### config.mk
export PLATFORM = sky130hd
export DESIGN_NAME = fetch_decode_execute
export DESIGN_NICKNAME = d
export VERILOG_FILES = /design/src/rtl/fetch_decode_execute_pkg.sv /design/src/rtl/fetch_decode_execute_regfile.sv /design/src/rtl/fetch_decode_execute.sv
export SDC_FILE = /design/constraint.sdc
export NUM_CORES = 2
export LEC_CHECK = 0
export ABC_AREA = 1
export ABC_CLOCK_PERIOD_IN_PS = 14000
export BUFFER_PORTS_ARGS = -buffer_cell sky130_fd_sc_hd__buf_2
export CELL_PAD_IN_SITES_DETAIL_PLACEMENT = 0
export CELL_PAD_IN_SITES_GLOBAL_PLACEMENT = 2
export CORE_UTILIZATION = 36
export CTS_CLUSTER_DIAMETER = 80
export DETAILED_ROUTE_END_ITERATION = 16
export HOLD_SLACK_MARGIN = 0.15
export MAX_ROUTING_LAYER = met4
export PLACE_DENSITY = 0.78
export SLEW_MARGIN = 15
export SYNTH_ARGS = -nofsm -noshare
export SYNTH_HDL_FRONTEND = slang
export SYNTH_HIERARCHICAL = 1
export SYNTH_SLANG_ARGS = --single-unit
### constraint.sdc
create_clock -name clock -period 14 [get_ports clock]
set_clock_uncertainty 0.1 [all_clocks]
set_input_delay 2.1 -clock clock [delete_from_list [all_inputs] [get_ports clock]]
set_output_delay 2.1 -clock clock [all_outputs]
set_load 0.01 [all_outputs]
### src/rtl/fetch_decode_execute_pkg.sv
// Shared constants and types for the fetch/decode/execute front end:
// opcode/funct encodings, decoded control bundle and the D/X bubble value.
package fetch_decode_execute_pkg;

  localparam logic [5:0] OP_RTYPE = 6'b000000;
  localparam logic [5:0] OP_J     = 6'b000010;
  localparam logic [5:0] OP_BEQ   = 6'b000100;
  localparam logic [5:0] OP_BNE   = 6'b000101;
  localparam logic [5:0] OP_ADDIU = 6'b001001;
  localparam logic [5:0] OP_LUI   = 6'b001111;
  localparam logic [5:0] OP_LW    = 6'b100011;
  localparam logic [5:0] OP_SW    = 6'b101011;

  localparam logic [5:0] FN_SLL  = 6'b000000;
  localparam logic [5:0] FN_SRL  = 6'b000010;
  localparam logic [5:0] FN_JR   = 6'b001000;
  localparam logic [5:0] FN_ADDU = 6'b100001;
  localparam logic [5:0] FN_SUBU = 6'b100011;
  localparam logic [5:0] FN_AND  = 6'b100100;
  localparam logic [5:0] FN_OR   = 6'b100101;
  localparam logic [5:0] FN_XOR  = 6'b100110;
  localparam logic [5:0] FN_SLT  = 6'b101010;

  localparam logic [5:0] NOP_OP = 6'b100001;

  typedef struct packed {
    logic [5:0] aluop;
    logic       br;
    logic       jp;
    logic       aluinb;
    logic       dmwe;
    logic       rwe;
    logic       rdst;
    logic       rwd;
  } ctrl_t;

  typedef struct packed {
    logic [31:0] pc;
    logic [31:0] ir;
    logic [31:0] ra;
    logic [31:0] rb;
    ctrl_t       ctrl;
  } dx_t;

  localparam ctrl_t CTRL_BUBBLE = '{
    aluop: NOP_OP, br: 1'b0, jp: 1'b0, aluinb: 1'b0,
    dmwe: 1'b0, rwe: 1'b0, rdst: 1'b0, rwd: 1'b0
  };

  localparam dx_t DX_BUBBLE = '{
    pc: 32'h0000_0000, ir: 32'h0000_0000, ra: 32'h0000_0000,
    rb: 32'h0000_0000, ctrl: CTRL_BUBBLE
  };

  function automatic logic [31:0] sext16(input logic [15:0] imm);
    return {{16{imm[15]}}, imm};
  endfunction

endpackage

### src/rtl/fetch_decode_execute_regfile.sv
// 32x32 register file: two combinational read ports with write-through of a
// same-cycle write, r0 hard-wired to zero, r29/r31 preset on reset.
module fetch_decode_execute_regfile
  import fetch_decode_execute_pkg::*;
#(
  parameter logic [31:0] SP_INIT = 32'h8012_0000,
  parameter logic [31:0] RA_INIT = 32'hdead_beef
) (
  input  logic        clock,
  input  logic        reset,
  input  logic [4:0]  rs_i,
  input  logic [4:0]  rt_i,
  output logic [31:0] rs_data_o,
  output logic [31:0] rt_data_o,
  input  logic        we_i,
  input  logic [4:0]  rd_i,
  input  logic [31:0] wd_i
);

  logic [31:0] regs_q [32];

  // Register storage with reset presets; writes to r0 are dropped.
  always_ff @(posedge clock) begin
    if (reset) begin
      for (int i = 0; i < 32; i++) begin
        if (i == 29) begin
          regs_q[i] <= SP_INIT;
        end else if (i == 31) begin
          regs_q[i] <= RA_INIT;
        end else begin
          regs_q[i] <= 32'h0000_0000;
        end
      end
    end else if (we_i && (rd_i != 5'd0)) begin
      regs_q[rd_i] <= wd_i;
    end
  end

  // Port A read with write-through.
  always_comb begin
    rs_data_o = regs_q[rs_i];
    if (rs_i == 5'd0) begin
      rs_data_o = 32'h0000_0000;
    end else if (we_i && (rd_i == rs_i)) begin
      rs_data_o = wd_i;
    end else begin
      rs_data_o = regs_q[rs_i];
    end
  end

  // Port B read with write-through.
  always_comb begin
    rt_data_o = regs_q[rt_i];
    if (rt_i == 5'd0) begin
      rt_data_o = 32'h0000_0000;
    end else if (we_i && (rd_i == rt_i)) begin
      rt_data_o = wd_i;
    end else begin
      rt_data_o = regs_q[rt_i];
    end
  end

endmodule

### src/rtl/fetch_decode_execute.sv
// Combined fetch/decode stage, D/X pipeline register and execute stage.
// Define FDX_DEBUG_EN to print the F/D and D/X PC/IR on every clock edge.
module fetch_decode_execute
  import fetch_decode_execute_pkg::*;
#(
  parameter logic [31:0] BASE_ADDR = 32'h8002_0000,
  parameter logic [31:0] SP_INIT   = 32'h8012_0000,
  parameter logic [31:0] RA_INIT   = 32'hdead_beef
) (
  input  logic        clock,
  input  logic        reset,
  output logic [31:0] i_address,
  output logic [1:0]  i_access_size,
  output logic        i_rw,
  output logic        i_mem_enable,
  input  logic [31:0] i_data_out,
  input  logic        wb_we,
  input  logic [4:0]  wb_rd,
  input  logic [31:0] wb_data,
  input  logic [31:0] mx_data,
  input  logic [31:0] wx_data,
  input  logic        do_mx_bypass,
  input  logic        do_wx_bypass,
  input  logic        do_mx_bypass_b,
  input  logic        do_wx_bypass_b,
  output logic [31:0] ir_dx,
  output logic        dmwe_dx,
  output logic        rwe_dx,
  output logic        rdst_dx,
  output logic        rwd_dx,
  output logic [31:0] aluOut,
  output logic [31:0] rBOut,
  output logic [31:0] pc_effective,
  output logic        do_branch,
  output logic        stall
);

  logic [31:0] pc_q, pc_d;
  dx_t         dx_q, dx_d;
  ctrl_t       ctrl_fd;
  logic [31:0] rs_val, rt_val;
  logic [5:0]  opcode_fd, funct_fd;
  logic [4:0]  rs_fd, rt_fd;
  logic [5:0]  opcode_dx;
  logic [4:0]  rt_dx, shamt_dx;
  logic [31:0] imm_dx, pc4_dx;
  logic [31:0] op_a, op_b, alu_b;

  assign i_address     = pc_q;
  assign i_access_size = 2'b00;
  assign i_rw          = 1'b1;
  assign i_mem_enable  = 1'b1;

  assign opcode_fd = i_data_out[31:26];
  assign rs_fd     = i_data_out[25:21];
  assign rt_fd     = i_data_out[20:16];
  assign funct_fd  = i_data_out[5:0];

  // Next PC: redirect beats load-use hold beats sequential fetch.
  always_comb begin
    pc_d = pc_q + 32'd4;
    if (do_branch) begin
      pc_d = pc_effective;
    end else if (stall) begin
      pc_d = pc_q;
    end else begin
      pc_d = pc_q + 32'd4;
    end
  end

  // PC register.
  always_ff @(posedge clock) begin
    if (reset) begin
      pc_q <= BASE_ADDR;
    end else begin
      pc_q <= pc_d;
    end
  end

  fetch_decode_execute_regfile #(
    .SP_INIT (SP_INIT),
    .RA_INIT (RA_INIT)
  ) u_regfile (
    .clock     (clock),
    .reset     (reset),
    .rs_i      (rs_fd),
    .rt_i      (rt_fd),
    .rs_data_o (rs_val),
    .rt_data_o (rt_val),
    .we_i      (wb_we),
    .rd_i      (wb_rd),
    .wd_i      (wb_data)
  );

  // Instruction decode; anything unrecognised becomes a bubble.
  always_comb begin
    ctrl_fd = CTRL_BUBBLE;
    case (opcode_fd)
      OP_RTYPE: begin
        case (funct_fd)
          FN_ADDU, FN_SUBU, FN_AND, FN_OR, FN_XOR, FN_SLT, FN_SLL, FN_SRL: begin
            ctrl_fd.aluop = funct_fd;
            ctrl_fd.rwe   = 1'b1;
            ctrl_fd.rdst  = 1'b1;
          end
          FN_JR: begin
            ctrl_fd.aluop = funct_fd;
            ctrl_fd.jp    = 1'b1;
          end
          default: ctrl_fd = CTRL_BUBBLE;
        endcase
      end
      OP_ADDIU, OP_LUI: begin
        ctrl_fd.aluinb = 1'b1;
        ctrl_fd.rwe    = 1'b1;
      end
      OP_LW: begin
        ctrl_fd.aluinb = 1'b1;
        ctrl_fd.rwe    = 1'b1;
        ctrl_fd.rwd    = 1'b1;
      end
      OP_SW: begin
        ctrl_fd.aluinb = 1'b1;
        ctrl_fd.dmwe   = 1'b1;
      end
      OP_BEQ, OP_BNE: begin
        ctrl_fd.br = 1'b1;
      end
      OP_J: begin
        ctrl_fd.jp = 1'b1;
      end
      default: ctrl_fd = CTRL_BUBBLE;
    endcase
  end

  // Load-use hazard: a store may consume the loaded value as its data operand later.
  always_comb begin
    stall = 1'b0;
    if (opcode_dx == OP_LW) begin
      if (rs_fd == rt_dx) begin
        stall = 1'b1;
      end else if ((rt_fd == rt_dx) && (opcode_fd != OP_SW)) begin
        stall = 1'b1;
      end else begin
        stall = 1'b0;
      end
    end else begin
      stall = 1'b0;
    end
  end

  // D/X capture, squashed to a bubble on redirect or stall.
  always_comb begin
    dx_d = '{pc: pc_q, ir: i_data_out, ra: rs_val, rb: rt_val, ctrl: ctrl_fd};
    if (do_branch || stall) begin
      dx_d = DX_BUBBLE;
    end else begin
      dx_d = '{pc: pc_q, ir: i_data_out, ra: rs_val, rb: rt_val, ctrl: ctrl_fd};
    end
  end

  // D/X pipeline register.
  always_ff @(posedge clock) begin
    if (reset) begin
      dx_q <= DX_BUBBLE;
    end else begin
      dx_q <= dx_d;
    end
  end

  assign ir_dx    = dx_q.ir;
  assign dmwe_dx  = dx_q.ctrl.dmwe;
  assign rwe_dx   = dx_q.ctrl.rwe;
  assign rdst_dx  = dx_q.ctrl.rdst;
  assign rwd_dx   = dx_q.ctrl.rwd;

  assign opcode_dx = dx_q.ir[31:26];
  assign rt_dx     = dx_q.ir[20:16];
  assign shamt_dx  = dx_q.ir[10:6];
  assign imm_dx    = sext16(dx_q.ir[15:0]);
  assign pc4_dx    = dx_q.pc + 32'd4;

  // Operand forwarding; the MX path is younger and wins over WX.
  always_comb begin
    op_a = dx_q.ra;
    if (do_mx_bypass) begin
      op_a = mx_data;
    end else if (do_wx_bypass) begin
      op_a = wx_data;
    end else begin
      op_a = dx_q.ra;
    end
    op_b = dx_q.rb;
    if (do_mx_bypass_b) begin
      op_b = mx_data;
    end else if (do_wx_bypass_b) begin
      op_b = wx_data;
    end else begin
      op_b = dx_q.rb;
    end
  end

  assign alu_b = dx_q.ctrl.aluinb ? imm_dx : op_b;
  assign rBOut = op_b;

  // ALU.
  always_comb begin
    aluOut = op_a + alu_b;
    if (opcode_dx == OP_LUI) begin
      aluOut = {dx_q.ir[15:0], 16'h0000};
    end else begin
      case (dx_q.ctrl.aluop)
        FN_ADDU: aluOut = op_a + alu_b;
        FN_SUBU: aluOut = op_a - alu_b;
        FN_AND:  aluOut = op_a & alu_b;
        FN_OR:   aluOut = op_a | alu_b;
        FN_XOR:  aluOut = op_a ^ alu_b;
        FN_SLT:  aluOut = ($signed(op_a) < $signed(alu_b)) ? 32'd1 : 32'd0;
        FN_SLL:  aluOut = alu_b << shamt_dx;
        FN_SRL:  aluOut = alu_b >> shamt_dx;
        default: aluOut = op_a + alu_b;
      endcase
    end
  end

  // Redirect resolution for conditional branches, J and JR.
  always_comb begin
    pc_effective = pc4_dx;
    do_branch    = 1'b0;
    if (dx_q.ctrl.br) begin
      pc_effective = pc4_dx + (imm_dx << 2);
      if (opcode_dx == OP_BEQ) begin
        do_branch = (op_a == op_b);
      end else begin
        do_branch = (op_a != op_b);
      end
    end else if (dx_q.ctrl.jp) begin
      do_branch = 1'b1;
      if (opcode_dx == OP_J) begin
        pc_effective = {pc4_dx[31:28], dx_q.ir[25:0], 2'b00};
      end else begin
        pc_effective = op_a;
      end
    end else begin
      pc_effective = pc4_dx;
      do_branch    = 1'b0;
    end
  end

`ifdef FDX_DEBUG_EN
  // Per-cycle pipeline trace.
  always_ff @(posedge clock) begin
    $display("fdx: F/D pc=%h ir=%h | D/X pc=%h ir=%h", pc_q, i_data_out, dx_q.pc, dx_q.ir);
  end
`else
`endif

endmodule

==> impl_metrics.tcl <==
set metrics [dict create \
    status "finished clean" \
    post-route-period-util 0.7108 \
    placed_area_sq_um 83910 \
    cts_tree "done" \
    grt_setup_unrepaired "false" \
    start_util 0.3634 \
    hold_viol 0 \
    cts_resized 0 \
    slowest_delay_ns 0.77 \
    critPathSlowestCell "o21ai_0" \
    syn-cell-area_sq_um 80930 \
    max_freq_mhz 100.5 \
    cp-start-kind "input pin" \
    grt_pass1_vias 75320 \
    cts.sinks 1197 \
    final_layout_size_suffix_gt1_frac 0.08987 \
    ant_nets 0 \
    postCtsHoldBufs 0 \
    rows 173 \
    setup_ws_ns 4.049 \
    nets 11520 \
    critPathKind "in -> out" \
    track_usage 0.3570 \
    rr_worst_depth 17 \
    layout.cells.non_filler 14360 \
    synth_edf_count 1024 \
    hp-class "reg -> reg" \
    pre_cts_slack_ns 4.116 \
    io_pins 310 \
    setup_viol 0 \
    gp_congestion 1.005 \
    cp_cell_sequence "buf_2 -> inv_2 -> buf_4 -> o21ai_1 -> o21ai_0 -> inv_1 -> ha_1 -> inv_1 -> nand2_1 -> o21ai_0 -> a21boi_0 -> o21ai_0 -> inv_1 -> o21ai_0 -> nand3_1 -> nand3_1 -> nand2_1 -> o21ai_0 -> nor2_1 -> nor2_1 -> buf_2" \
    syn_area_per_cell_sq_um 7.084 \
    maxCapViolCount 0 \
    required_ns 11.80 \
    slew_headroom 0.1767 \
    leakage_uw 0.03986 \
    finalInstanceArea_sq_um 88670 \
    drt_iter0_markers 9991 \
    chipWidth_um 476.1 \
    grt_max_degree 123 \
    hpwl_um 269600 \
    fillers 23290 \
    worstPathArrival_ns 7.75 \
    place_inst 14070 \
    dieArea_sq_um 226700 \
    wl_per_cell_um 28.37 \
    cts_setup_buffers 0 \
    slew_violations 0 \
    totalWireLength_um 407400 \
    worstSetupEndpointType "primary output" \
    yosysUniqueCellTypes 64 \
    worstMarginPinSlew_ns 1.234 \
    viasPerCell 5.671 \
    crit_top_cell "o21ai_0" \
    synthCells 11420 \
    clkLatencyLatePin_ns 0.81 \
    grt_overflow 0 \
    tns_ns 0 \
    h-tree-depth 4 \
    ys.flop_type "edfxtp_1" \
    hold_depth 2 \
    antenna_found_initial 34 \
    crit_fanout 74 \
    final_common_cell "nand2_1" \
    yosys_warnings 6 \
    p_total_uw 10120 \
    areaGrowthSynthToFinish_pct 9.559 \
    layout_min_cycle_time_ns 9.951 \
    drc 0 \
    numCtsBuffers 150 \
    fp.dieH_um 476.1 \
    path_clk_slew_ns 0.06 \
    grt_pass1_wl_um 566300 \
    core_sq_um 222700 \
    peakVddDrop_mv 0.1223 \
    clock_path_buffers 3 \
    power_density_nw_per_um2 114.2 \
    cts_root_buf "clkbuf_16" \
    final_cell_mix "nand2_1, nor2_1, nand3_1, inv_1, edfxtp_1" \
    dr.pass1.iters 8 \
    ys_seq_elements 1197 \
    async_flop_share 0 \
    portBuffers 305 \
    vias 81440 \
    yosysSeqAreaShare 0.4227 \
]
worst paths after layout:
| check | startpoint | end | slack (ns) |
|---|---|---|---|
| worst max-delay path | do_mx_bypass_b | aluOut[25] | 4.05 |
| worst min-delay path | i_address[1] | dx_q[110] | 0.38 |
| worst max register to register | dx_q[32] | dx_q[65] | 8.96 |
| worst min register to register | i_address[1] | dx_q[110] | 0.38 |
through the flow:
stage | hold slack (ns) | utilization
2_1_floorplan | 0.3759 | -
6_report | 0.3798 | 0.3981
5_1_grt | 0.4049 | 0.3980
3_3_place_gp | 0.3577 | 0.3767
4_1_cts | 0.3797 | 0.3979
3_5_place_dp | 0.3619 | 0.3767
layout make-up:
| type | count | area [sq um] | share of cell area |
|---|---|---|---|
| diodes | 13 | 32.53 | 0.0003669 |
| well taps | 2975 | 3722 | 0.04198 |
| repair buffers | 500 | 3143 | 0.03545 |
| inverters | 1166 | 4423 | 0.04988 |
| clock inverters | 67 | 614.3 | 0.006929 |
| flip-flops and latches | 1197 | 34220 | 0.3859 |
| clock buffers | 206 | 4106 | 0.04631 |
| multi-input cells | 8236 | 38410 | 0.4332 |
kinds of logic after synthesis:
family                   count (synthesis)  synth area share
AO/OA/AOI/OAI                         1431           0.09953
XOR/XNOR                                67          0.007251
adder cells (fa/ha/maj)                130           0.02038
buffers and inverters                 2025            0.1068
flip-flops                            1197            0.4227
other                                    3         0.0001391
AND/OR/NAND/NOR                       6571            0.3431
state kept, by name (all words and copies together), names as in the netlist:
register          flops
i_address            32
u_regfile/regs_q   1024
rdst_dx               1
rwe_dx                1
dx_q                105
rwd_dx                1
ir_dx                32
dmwe_dx               1
critical path, delay by kind of cell:
family / cells / cell delay [ns]
simple gates: 6 / 0.62
fa+ha+maj: 1 / 0.40
buf+inv: 7 / 1.75
compound gates: 7 / 2.85
power by group:
group | switching (uW) | total [uW] | internal, uW | leakage (uW)
sequential | 96.6 | 4160 | 4060 | 0.0112
combinational | 1640 | 2170 | 533 | 0.0264
clock | 1660 | 3790 | 2130 | 0.00229
synth_stat cells (all sizes together) (14+ instances only):
| cell type | number | area share |
|---|---|---|
| inv | 1161 | 0.054 |
| edfxtp | 1024 | 0.38 |
| a31oi | 15 | 0.0014 |
| o211ai | 222 | 0.021 |
| buf | 471 | 0.035 |
| ha | 127 | 0.020 |
| o221ai | 20 | 0.0022 |
| nand2 | 2981 | 0.14 |
| nor4 | 14 | 0.0011 |
| a21oi | 464 | 0.029 |
| nand4 | 80 | 0.0062 |
| nor3 | 58 | 0.0047 |
| o21ai | 626 | 0.039 |
| nand3 | 1561 | 0.097 |
| or2 | 77 | 0.0060 |
| clkbuf | 388 | 0.018 |
| o22ai | 18 | 0.0014 |
| nor2 | 1780 | 0.086 |
| dfxtp | 173 | 0.043 |
| xor2 | 56 | 0.0061 |
routing by layer:
| metal | global-route usage | routed length [um] | vias up |
|---|---|---|---|
| met2 | 0.5498 | 183600 | 4319 |
| met5 | - | 0 | - |
| met4 | 0.1604 | 20740 | 0 |
| li1 | - | - | 36870 |
| met3 | 0.06206 | 37610 | 813 |
| met1 | 0.4570 | 165400 | 39430 |
Note: power is estimated with default switching activity, not from simulation.
